File: config.mk
export PLATFORM = sky130hd
export DESIGN_NAME = uart_rx_ctrl_flat
export DESIGN_NICKNAME = d
export VERILOG_FILES = /design/src/rtl/uart_rx_pkg.sv /design/src/rtl/uart_rx_ctrl_if.sv /design/src/rtl/uart_rx_edge_bit_cnt.sv /design/src/rtl/uart_rx_ctrl.sv /design/src/flat_wrapper.sv
export SDC_FILE = /design/constraint.sdc
export NUM_CORES = 1
export LEC_CHECK = 0
export CAP_MARGIN = 30
export CORE_MARGIN = 4
export CORE_UTILIZATION = 35
export DETAILED_ROUTE_END_ITERATION = 12
export HOLD_SLACK_MARGIN = 0.05
export PLACE_DENSITY = 0.67
export SLEW_MARGIN = 20
export SYNTH_ARGS = -nofsm -noshare
export SYNTH_HDL_FRONTEND = slang
export SYNTH_SLANG_ARGS = --single-unit
File: constraint.sdc
create_clock -name CLK -period 1.9 [get_ports CLK]
set_input_delay 0.38 -clock CLK [delete_from_list [all_inputs] [get_ports CLK]]
set_output_delay 0.38 -clock CLK [all_outputs]
set_load 0.05 [all_outputs]
File: src/rtl/uart_rx_pkg.sv
// Shared types and constants for the UART receive path: FSM states,
// bit-counter width and the supported oversampling ratios.
package uart_rx_pkg;

    typedef enum logic [2:0] {
        ST_IDLE   = 3'd0,
        ST_START  = 3'd1,
        ST_DATA   = 3'd2,
        ST_PARITY = 3'd3,
        ST_STOP   = 3'd4
    } rx_state_e;

    localparam int BIT_CNT_W = 4;

    localparam int unsigned PRESC_8  = 8;
    localparam int unsigned PRESC_16 = 16;
    localparam int unsigned PRESC_32 = 32;

    function automatic logic presc_is_legal(input int unsigned p);
        return (p == PRESC_8) || (p == PRESC_16) || (p == PRESC_32);
    endfunction

endpackage

File: src/rtl/uart_rx_ctrl_if.sv
// Control bundle between the RX frame controller (master) and the
// sampler/checker/deserializer datapath (slave).
interface uart_rx_ctrl_if #(
    parameter int PRESC_WIDTH = 6
);
    import uart_rx_pkg::*;

    logic                   RX_IN;
    logic                   PAR_EN;
    logic [PRESC_WIDTH-1:0] Prescale;
    logic                   strt_glitch;
    logic                   par_err;
    logic                   stp_err;
    logic                   dat_samp_en;
    logic                   strt_chk_en;
    logic                   par_chk_en;
    logic                   stp_chk_en;
    logic                   deser_en;
    logic                   data_valid;
    logic [PRESC_WIDTH-1:0] edge_cnt;
    logic [BIT_CNT_W-1:0]   bit_cnt;

    modport master (
        input  RX_IN, PAR_EN, Prescale, strt_glitch, par_err, stp_err,
        output dat_samp_en, strt_chk_en, par_chk_en, stp_chk_en, deser_en,
               data_valid, edge_cnt, bit_cnt
    );

    modport slave (
        output RX_IN, PAR_EN, Prescale, strt_glitch, par_err, stp_err,
        input  dat_samp_en, strt_chk_en, par_chk_en, stp_chk_en, deser_en,
               data_valid, edge_cnt, bit_cnt
    );

endinterface

File: src/rtl/uart_rx_edge_bit_cnt.sv
// Oversampling edge counter and frame bit counter. Both sit at zero while
// enable is low; bit_done flags the last edge of the current bit.
module uart_rx_edge_bit_cnt
    import uart_rx_pkg::*;
#(
    parameter int PRESC_WIDTH = 6
) (
    input  logic                   CLK,
    input  logic                   RST,
    input  logic                   enable,
    input  logic [PRESC_WIDTH-1:0] prescale,
    output logic [PRESC_WIDTH-1:0] edge_cnt,
    output logic [BIT_CNT_W-1:0]   bit_cnt,
    output logic                   bit_done
);

    logic [PRESC_WIDTH-1:0] edge_cnt_q;
    logic [BIT_CNT_W-1:0]   bit_cnt_q;

    assign bit_done = (edge_cnt_q == prescale - PRESC_WIDTH'(1));

    // NOTE: non-blocking assignments keep every register reading the pre-edge values.
    always_ff @(posedge CLK or negedge RST) begin
        if (!RST) begin
            edge_cnt_q <= '0;
            bit_cnt_q  <= '0;
        end else if (!enable) begin
            edge_cnt_q <= '0;
            bit_cnt_q  <= '0;
        end else if (bit_done) begin
            edge_cnt_q <= '0;
            bit_cnt_q  <= bit_cnt_q + BIT_CNT_W'(1);
        end else begin
            edge_cnt_q <= edge_cnt_q + PRESC_WIDTH'(1);
        end
    end

    assign edge_cnt = edge_cnt_q;
    assign bit_cnt  = bit_cnt_q;

endmodule

File: src/rtl/uart_rx_ctrl.sv
// UART RX frame controller: paces a frame from start detection to stop
// completion, strobes the checkers/deserializer and flags clean frames.
module uart_rx_ctrl
    import uart_rx_pkg::*;
#(
    parameter int DATA_WIDTH  = 8,
    parameter int PRESC_WIDTH = 6
) (
    input  logic           CLK,
    input  logic           RST,
    uart_rx_ctrl_if.master bus
);

    rx_state_e              state_q, state_d;
    logic [PRESC_WIDTH-1:0] prescale_q, prescale_d;
    logic                   par_en_q, par_en_d;
    logic                   par_flag_q, par_flag_d;
    logic                   data_valid_q, data_valid_d;

    logic [PRESC_WIDTH-1:0] edge_cnt;
    logic [BIT_CNT_W-1:0]   bit_cnt;
    logic                   bit_done;
    logic                   cnt_en;
    logic [PRESC_WIDTH-1:0] chk_pt;
    logic                   at_chk;

    // Counters run only while the frame continues; entering or leaving IDLE zeroes them.
    assign cnt_en = (state_q != ST_IDLE) && (state_d != ST_IDLE);

    uart_rx_edge_bit_cnt #(
        .PRESC_WIDTH (PRESC_WIDTH)
    ) u_cnt (
        .CLK      (CLK),
        .RST      (RST),
        .enable   (cnt_en),
        .prescale (prescale_q),
        .edge_cnt (edge_cnt),
        .bit_cnt  (bit_cnt),
        .bit_done (bit_done)
    );

    // First edge where the sampler's majority vote has settled.
    assign chk_pt = (prescale_q >> 1) + PRESC_WIDTH'(2);
    assign at_chk = (edge_cnt == chk_pt);

    // NOTE: every next-state signal gets a default first so no latch is inferred.
    always_comb begin
        state_d      = state_q;
        prescale_d   = prescale_q;
        par_en_d     = par_en_q;
        par_flag_d   = par_flag_q;
        data_valid_d = 1'b0;

        case (state_q)
            ST_IDLE: begin
                if (!bus.RX_IN) begin
                    state_d    = ST_START;
                    // Unsupported ratios fall back to 8 so a frame always terminates.
                    prescale_d = presc_is_legal(32'(bus.Prescale)) ? bus.Prescale
                                                                   : PRESC_WIDTH'(PRESC_8);
                    par_en_d   = bus.PAR_EN;
                    par_flag_d = 1'b0;
                end
            end
            ST_START: begin
                if (bit_done) begin
                    state_d = bus.strt_glitch ? ST_IDLE : ST_DATA;
                end
            end
            ST_DATA: begin
                if (bit_done && (bit_cnt == BIT_CNT_W'(DATA_WIDTH))) begin
                    state_d = par_en_q ? ST_PARITY : ST_STOP;
                end
            end
            ST_PARITY: begin
                if (bit_done) begin
                    par_flag_d = bus.par_err;
                    state_d    = ST_STOP;
                end
            end
            ST_STOP: begin
                if (bit_done) begin
                    state_d      = ST_IDLE;
                    data_valid_d = !bus.stp_err && !(par_en_q && par_flag_q);
                end
            end
            default: state_d = ST_IDLE;
        endcase
    end

    always_ff @(posedge CLK or negedge RST) begin
        if (!RST) begin
            state_q      <= ST_IDLE;
            prescale_q   <= PRESC_WIDTH'(PRESC_8);
            par_en_q     <= 1'b0;
            par_flag_q   <= 1'b0;
            data_valid_q <= 1'b0;
        end else begin
            state_q      <= state_d;
            prescale_q   <= prescale_d;
            par_en_q     <= par_en_d;
            par_flag_q   <= par_flag_d;
            data_valid_q <= data_valid_d;
        end
    end

    assign bus.dat_samp_en = (state_q != ST_IDLE);
    assign bus.strt_chk_en = (state_q == ST_START)  && at_chk;
    assign bus.deser_en    = (state_q == ST_DATA)   && at_chk;
    assign bus.par_chk_en  = (state_q == ST_PARITY) && at_chk;
    assign bus.stp_chk_en  = (state_q == ST_STOP)   && at_chk;
    assign bus.data_valid  = data_valid_q;
    assign bus.edge_cnt    = edge_cnt;
    assign bus.bit_cnt     = bit_cnt;

endmodule
File: src/flat_wrapper.sv
// flat-port wrapper written by rule: the top's interface ports become plain ports
module uart_rx_ctrl_flat import uart_rx_pkg::*;
#(
    parameter int DATA_WIDTH  = 8,
    parameter int PRESC_WIDTH = 6
)
  (CLK, RST, bus_RX_IN, bus_PAR_EN, bus_Prescale, bus_strt_glitch, bus_par_err, bus_stp_err, bus_dat_samp_en, bus_strt_chk_en, bus_par_chk_en, bus_stp_chk_en, bus_deser_en, bus_data_valid, bus_edge_cnt, bus_bit_cnt);
  uart_rx_ctrl_if #(.PRESC_WIDTH(PRESC_WIDTH)) bus_i ();
  input  logic CLK;
  input  logic RST;
  input wire logic [$bits(bus_i.RX_IN)-1:0] bus_RX_IN;
  input wire logic [$bits(bus_i.PAR_EN)-1:0] bus_PAR_EN;
  input wire logic [$bits(bus_i.Prescale)-1:0] bus_Prescale;
  input wire logic [$bits(bus_i.strt_glitch)-1:0] bus_strt_glitch;
  input wire logic [$bits(bus_i.par_err)-1:0] bus_par_err;
  input wire logic [$bits(bus_i.stp_err)-1:0] bus_stp_err;
  output wire logic [$bits(bus_i.dat_samp_en)-1:0] bus_dat_samp_en;
  output wire logic [$bits(bus_i.strt_chk_en)-1:0] bus_strt_chk_en;
  output wire logic [$bits(bus_i.par_chk_en)-1:0] bus_par_chk_en;
  output wire logic [$bits(bus_i.stp_chk_en)-1:0] bus_stp_chk_en;
  output wire logic [$bits(bus_i.deser_en)-1:0] bus_deser_en;
  output wire logic [$bits(bus_i.data_valid)-1:0] bus_data_valid;
  output wire logic [$bits(bus_i.edge_cnt)-1:0] bus_edge_cnt;
  output wire logic [$bits(bus_i.bit_cnt)-1:0] bus_bit_cnt;
  assign bus_i.RX_IN = bus_RX_IN;
  assign bus_i.PAR_EN = bus_PAR_EN;
  assign bus_i.Prescale = bus_Prescale;
  assign bus_i.strt_glitch = bus_strt_glitch;
  assign bus_i.par_err = bus_par_err;
  assign bus_i.stp_err = bus_stp_err;
  assign bus_dat_samp_en = bus_i.dat_samp_en;
  assign bus_strt_chk_en = bus_i.strt_chk_en;
  assign bus_par_chk_en = bus_i.par_chk_en;
  assign bus_stp_chk_en = bus_i.stp_chk_en;
  assign bus_deser_en = bus_i.deser_en;
  assign bus_data_valid = bus_i.data_valid;
  assign bus_edge_cnt = bus_i.edge_cnt;
  assign bus_bit_cnt = bus_i.bit_cnt;
  uart_rx_ctrl #(.DATA_WIDTH(DATA_WIDTH), .PRESC_WIDTH(PRESC_WIDTH)) u_core (.CLK(CLK), .RST(RST), .bus(bus_i));
endmodule
==> run_results.csv, run 1 <==
group,metric,value,unit
run_status,outcome,"complete, but fails checks",
critical_path,crit_path_start_kind,"flip-flop",
critical_path,crit_arrival,2.12,ns
synthesis,yosysMostFrequentCell,"dfrtp_1",
synthesis,syn_inst,153,
timing,worst_slack,-0.600,ns
critical_path,cp-end-kind,"primary output",
power_and_ir_drop,leakagePower,0.985,nW
global_route,grt_max_degree,23,
synthesis,synth_nets,173,
clock_tree,clkSinkCount,22,
clock_tree,cts-htree-levels,1,
die,io_pins,29,
timing,finalCriticalPeriod,2.50,ns
power_and_ir_drop,internal_power,0.00168,W
die,dieWidth,71.5,um
die,rows,22,
clock_tree,cts_max_path_buffers,2,
die,core_area,3770,um^2
synthesis,yosys_warnings,0,
timing,rsz0062_at_grt,"true",
clock_tree,ctsHoldBuffers,0,
timing,fin_skew,0.00317,ns
cells_and_area,diodes,0,
clock_tree,clk_latency,0.26,ns
cells_and_area,final_cells,255,
synthesis,synth_area_leaders,"dfrtp_1 37%, xnor2_1 8.7%, ha_1 6.2%",
synthesis,synthArstFlopShare,1.00,
detailed_routing,drtIter0Drc,52,
critical_path,startpoint,"u_core.prescale_q[3]$_DFFE_PN1P_",
synthesis,syn_area_per_cell,9.22,um^2
power_and_ir_drop,swShare,0.466,
synthesis,ys_seq_elements,22,
critical_path,worstRegToRegCells,10,
clock_tree,path_clk_slew,0.08,ns
detailed_routing,drt_first_pass_iters,5,
synthesis,ys_seq_area_frac,0.391,
global_route,grt_usage,0.154,
clock_tree,tritoncts,"built",
detailed_routing,drc,0,
detailed_routing,vias,1316,
synthesis,yosysTopAreaCellShare,0.372,
synthesis,synthTopCellsByCount,"21 x dfrtp_1, 14 x nor2_1, 14 x xnor2_1, 13 x nand2_1, 13 x nand3_1",
run_status,failed_checks,"negative setup slack",
synthesis,syn-cell-area,1410,um^2
power_and_ir_drop,pwr-share-clk,0.109,
cells_and_area,areaGrowthSynthToFinish,65.2,%
synthesis,yosysTopAreaCell,"dfrtp_1",
synthesis,synth_top_flop_cell,"dfrtp_1",
place,port_buffers,28,
detailed_routing,totalWireLength,3.93,mm
cells_and_area,final_nets,228,
clock_tree,cts-root-buf,"clkbuf_8",
power_and_ir_drop,pwr-share-comb,0.652,
detailed_routing,drt.antenna.violating_nets,0,
cells_and_area,register_area,556,um^2
timing,hold_viol_final,0,
cells_and_area,fillerInstances,279,
detailed_routing,wire_per_inst,15.4,um
place,hpwl,2.81,mm
power_and_ir_drop,p_sw,0.00147,W
global_route,grt-ovfl-total,0,
power_and_ir_drop,sequentialPowerShare,0.239,
power_and_ir_drop,ir_drop,0.677,mV
power_and_ir_drop,p_total,0.00315,W
place,pre_cts_slack,-0.384,ns
synthesis,ys_types,34,
job,cap_violations,0,
critical_path,reg2reg_from,"u_core.prescale_q[3]$_DFFE_PN1P_",
timing,slew_viol_final,0,
critical_path,critPathRequiredTime,1.52,ns
global_route,grt_pass1_wl,6.32,mm
timing,fin_tns_setup,-4.41,ns
place,dp_cells,244,
clock_tree,cts_buffers,3,
global_route,antenna_found_initial,0,
timing,relSlewSlack,0.674,
detailed_routing,vias_per_cell,5.16,
die,start_util,0.374,
die,die_h,71.5,um
critical_path,crit_type,"flip-flop to primary output",
cells_and_area,multiInputGateArea,1060,um^2
timing,final.period_utilization,1.32,
timing,fmax,0.400,GHz
global_route,grt_pass1_vias,1384,
power_and_ir_drop,power.density,1350,nW/um^2
die,dieArea,5110,um^2
timing,final-setup-viol-count,16,
critical_path,worst-path-max-fanout,4,
timing,tightest_slew,0.488,ns
cells_and_area,drive_above_1_share,0.454,
place,place_congestion,0.946,
min_path,min_path_type,"input pin to async pin",
synthesis,synth-edff-count,0,
[kinds of logic after synthesis]
kind of cell	after synthesis	synth area share
adders and majority gates	7	0.0621
AOI/OAI and AO/OA	18	0.0966
muxes	1	0.00709
and+or+nand+nor	65	0.244
xor gates and xnor gates	23	0.148
buffers and inverters	17	0.0514
DFF	22	0.391
[routing by layer]
| layer | vias up | routed length [um] | track usage |
|---|---|---|---|
| li1 | 630 | - | - |
| met1 | 637 | 1650 | 0.195 |
| met5 | - | 0 | 0 |
| met3 | 6 | 164 | 0.0281 |
| met4 | 0 | 65 | 0.0397 |
| met2 | 43 | 2050 | 0.268 |
[stage by stage]
stage	cell area [um^2]	hold WS, ns	util
after floorplan	1490	0.0844	-
after global placement	1970	0.468	0.522
after detailed placement	1970	0.501	0.522
after CTS	2150	0.468	0.571
after global routing	2330	0.490	0.618
final	2330	0.456	0.618
[sequential cells by signal, indices dropped and copies added (netlist names)]
name,count
u_core.prescale_q,6
u_core.u_cnt.edge_cnt,6
u_core.u_cnt.bit_cnt,4
u_core.state_q,3
u_core.bus.data_valid,1
u_core.par_en_q,1
u_core.par_flag_q,1
[final timing paths]
path	endpoint	slack [ns]
hold / removal	u_core.prescale_q[0]$_DFFE_PN0P_	0.46
setup reg to reg	u_core.u_cnt.edge_cnt[2]$_DFF_PN0_	-0.31
max in group asynchronous	u_core.prescale_q[3]$_DFFE_PN1P_	1.16
hold reg to reg	u_core.bus.data_valid$_DFF_PN0_	0.53
min in group CLK	u_core.bus.data_valid$_DFF_PN0_	0.53
setup / recovery	bus_deser_en	-0.60
[placed cells by master, fill, tap and decap left out, types with 2 or more instances in the layout]
cell and instances:
o31ai_1 3, dfrtp_1 18, buf_6 3, nor2_2 4
nand3_1 8, buf_12 7, nor3_2 5, nor3_4 3
o21ai_1 2, nand3_2 2, nand4_1 2, a21oi_2 2
xor2_1 7, ha_1 4, nand3_4 3, ha_4 2
nor2_1 9, clkdlybuf4s50_1 13, buf_4 31, inv_1 11
nor2_4 2, nand2b_1 3, o21ai_0 3, dfrtp_2 3
xnor2_1 12, clkbuf_8 4, nand2_2 2, xnor2_2 2
nand2_1 10, a21oi_1 2
[layout make-up]
type	instances	area share
inverter	12	0.0193
clock buffer	4	0.0236
tap	48	0.0258
sequential	22	0.238
multi-input combinational	114	0.456
timing repair buffer	55	0.237
[repair_timing]
| item | in CTS | in global routing |
|---|---|---|
| setup buffers | 1 | 8 |
| pin swaps | 14 | 16 |
| setup endpoints to repair | 19 | 20 |
| gates resized for setup | 24 | 25 |
[critical path, cell delays in order (launching register included)]
cell and delay (ns):
dfstp_2 0.56, inv_2 0.06, ha_4 0.27, xnor2_2 0.09
nand3_1 0.08, or3_4 0.46, nor3_4 0.17, buf_12 0.16
[power by group through the flow]
stage / Clock (W) / Sequential [W] / Combinational, W
after CTS: 0.000351 / 0.000739 / 0.00181
after global routing: 0.000366 / 0.000767 / 0.00221
final: 0.000343 / 0.000753 / 0.00206
after detailed placement: 0 / 0.000734 / 0.00164
after floorplan: 0 / 0.000872 / 0.000961
after global placement: 0 / 0.000727 / 0.00158
(Power assumes the default switching activity.)
==> run 2: changes to the inputs <==
--- a/config.mk
+++ b/config.mk
@@ -10,7 +10,8 @@
 export CORE_UTILIZATION = 35
 export DETAILED_ROUTE_END_ITERATION = 12
 export HOLD_SLACK_MARGIN = 0.05
-export PLACE_DENSITY = 0.67
+export PLACE_DENSITY = 0.65
+export SETUP_SLACK_MARGIN = 0.02
 export SLEW_MARGIN = 20
 export SYNTH_ARGS = -nofsm -noshare
 export SYNTH_HDL_FRONTEND = slang
==> constraint.sdc (replaced) <==
create_clock -name CLK -period 2.5 [get_ports CLK]
set_input_delay 0.5 -clock CLK [delete_from_list [all_inputs] [get_ports CLK]]
set_output_delay 0.5 -clock CLK [all_outputs]
set_load 0.05 [all_outputs]
==> run_results.csv, run 2 (synthesis results as in run 1) <==
group,metric,value,unit
place,place_congestion,0.862,
power_and_ir_drop,p_sw,0.000915,W
critical_path,startpoint,"u_core.prescale_q[3]$_DFFE_PN1P_",
power_and_ir_drop,sequentialPowerShare,0.311,
power_and_ir_drop,swShare,0.463,
die,rows,22,
detailed_routing,totalWireLength,3.39,mm
die,dieWidth,71.5,um
detailed_routing,vias,1207,
die,io_pins,29,
critical_path,crit_path_start_kind,"flip-flop",
min_path,worstHoldEndpoint,"u_core.bus.data_valid$_DFF_PN0_",
global_route,grt_max_degree,23,
critical_path,worstRegToRegCells,9,
critical_path,r2r-end,"u_core.u_cnt.edge_cnt[2]$_DFF_PN0_",
global_route,grt-ovfl-total,0,
critical_path,cp-end-kind,"primary output",
power_and_ir_drop,pwr-share-clk,0.132,
timing,fmax,0.375,GHz
critical_path,crit_type,"flip-flop to primary output",
power_and_ir_drop,internal_power,0.00106,W
die,die_h,71.5,um
clock_tree,cts_max_path_buffers,2,
timing,worst_slack,-0.166,ns
power_and_ir_drop,leakagePower,0.793,nW
cells_and_area,diodes,0,
global_route,grt_pass1_wl,5.80,mm
job,cap_violations,0,
detailed_routing,wire_per_inst,14.5,um
cells_and_area,final_nets,206,
die,start_util,0.374,
cells_and_area,final_cell_mix,"23 x clkdlybuf4s50_1, 19 x dfrtp_1, 13 x xnor2_1, 13 x nand3_1, 13 x nand2_1",
critical_path,reg2reg_from,"u_core.prescale_q[3]$_DFFE_PN1P_",
global_route,grt_usage,0.141,
timing,fin_skew,0.00194,ns
timing,tightest_slew,0.514,ns
place,pre_cts_slack,0.0167,ns
detailed_routing,drt_first_pass_iters,4,
clock_tree,tritoncts,"built",
cells_and_area,register_area,554,um^2
cells_and_area,multiInputGateArea,852,um^2
clock_tree,cts-root-buf,"clkbuf_8",
clock_tree,cts-htree-levels,1,
power_and_ir_drop,power.density,1030,nW/um^2
timing,rsz0062_at_grt,"true",
detailed_routing,vias_per_cell,5.18,
timing,finalCriticalPeriod,2.67,ns
min_path,hold_start,"u_core.par_flag_q$_DFFE_PN0P_",
power_and_ir_drop,p_total,0.00197,W
timing,final.period_utilization,1.07,
global_route,grt_pass1_vias,1268,
clock_tree,path_clk_slew,0.08,ns
power_and_ir_drop,pwr-share-comb,0.557,
cells_and_area,post-route-util,0.510,
critical_path,crit_arrival,2.17,ns
die,core_area,3770,um^2
min_path,hold_depth,1,
detailed_routing,drt.antenna.violating_nets,0,
global_route,antenna_found_initial,0,
run_status,outcome,"complete, but fails checks",
cells_and_area,fillerInstances,338,
detailed_routing,drc,0,
critical_path,rrSetupSlack,0.30,ns
place,hpwl,2.55,mm
clock_tree,clkSinkCount,22,
timing,hold_viol_final,0,
timing,whs,0.505,ns
run_status,failed_checks,"negative setup slack",
timing,relSlewSlack,0.656,
die,dieArea,5110,um^2
place,dpl_cell_area,1820,um^2
cells_and_area,layout_commonest_cell,"clkdlybuf4s50_1",
place,port_buffers,28,
cells_and_area,final_cell_area,1920,um^2
power_and_ir_drop,ir_drop,0.664,mV
detailed_routing,drtIter0Drc,53,
critical_path,worst-path-max-fanout,4,
clock_tree,clk_latency,0.27,ns
min_path,min_path_type,"flip-flop to flip-flop",
timing,final-setup-viol-count,4,
critical_path,critPathRequiredTime,2.00,ns
cells_and_area,drive_above_1_share,0.195,
clock_tree,cts_buffers,3,
timing,slew_viol_final,0,
cells_and_area,areaGrowthSynthToFinish,36.2,%
[run 2: metrics by stage]
step / std cells / TNS [ns]
floorplan: 153 / 0
global placement: 227 / 0
detailed placement: 227 / 0
CTS: 233 / -0.546
global route: 233 / -0.952
finish: 233 / -0.573
[run 2: layer usage]
layer | part of all wire | track usage | up-vias
li1 | - | - | 582
met1 | 0.45 | 0.176 | 575
met2 | 0.48 | 0.239 | 46
met3 | 0.064 | 0.0435 | 4
met4 | 0.0080 | 0.0292 | 0
met5 | 0 | 0 | -
[run 2: worst max-delay path by stage]
stage | to | depth (start not counted)
2_1_floorplan | bus_par_chk_en | 6
3_3_place_gp | bus_par_chk_en | 7
3_5_place_dp | bus_par_chk_en | 7
4_1_cts | bus_par_chk_en | 7
5_1_grt | bus_par_chk_en | 7
6_report | bus_par_chk_en | 7
[run 2: final cells by class]
cell class	count	area share
Timing Repair Buffer	33	0.185
Inverter	12	0.0234
Sequential cell	22	0.288
Tap cell	48	0.0313
Clock buffer	4	0.0286
Multi-Input combinational cell	114	0.443
[run 2: timing repair]
action / in CTS / in global routing
buffers inserted: 2 / 0
gates resized for setup: 5 / 0
hold buffers: 0 / 0
pin swaps: 5 / 0
setup endpoints to repair: 4 / 4
endpoints found under the hold margin: 0 / 0
[run 2: critical path: stages, from the launching register on]
cell	delay, ns
dfstp_2	0.59
inv_2	0.06
ha_4	0.27
xnor2_2	0.11
nand3_1	0.09
or3_4	0.43
nor3_4	0.17
buf_12	0.16
[run 2: power by group through the flow]
stage,Sequential [W],Clock [W],Combinational [W]
after floorplan,0.000662,0,0.000697
after global placement,0.000604,0,0.00101
after detailed placement,0.000610,0,0.00104
after CTS,0.000610,0.000267,0.00110
after global routing,0.000629,0.000288,0.00120
final,0.000613,0.000261,0.00110
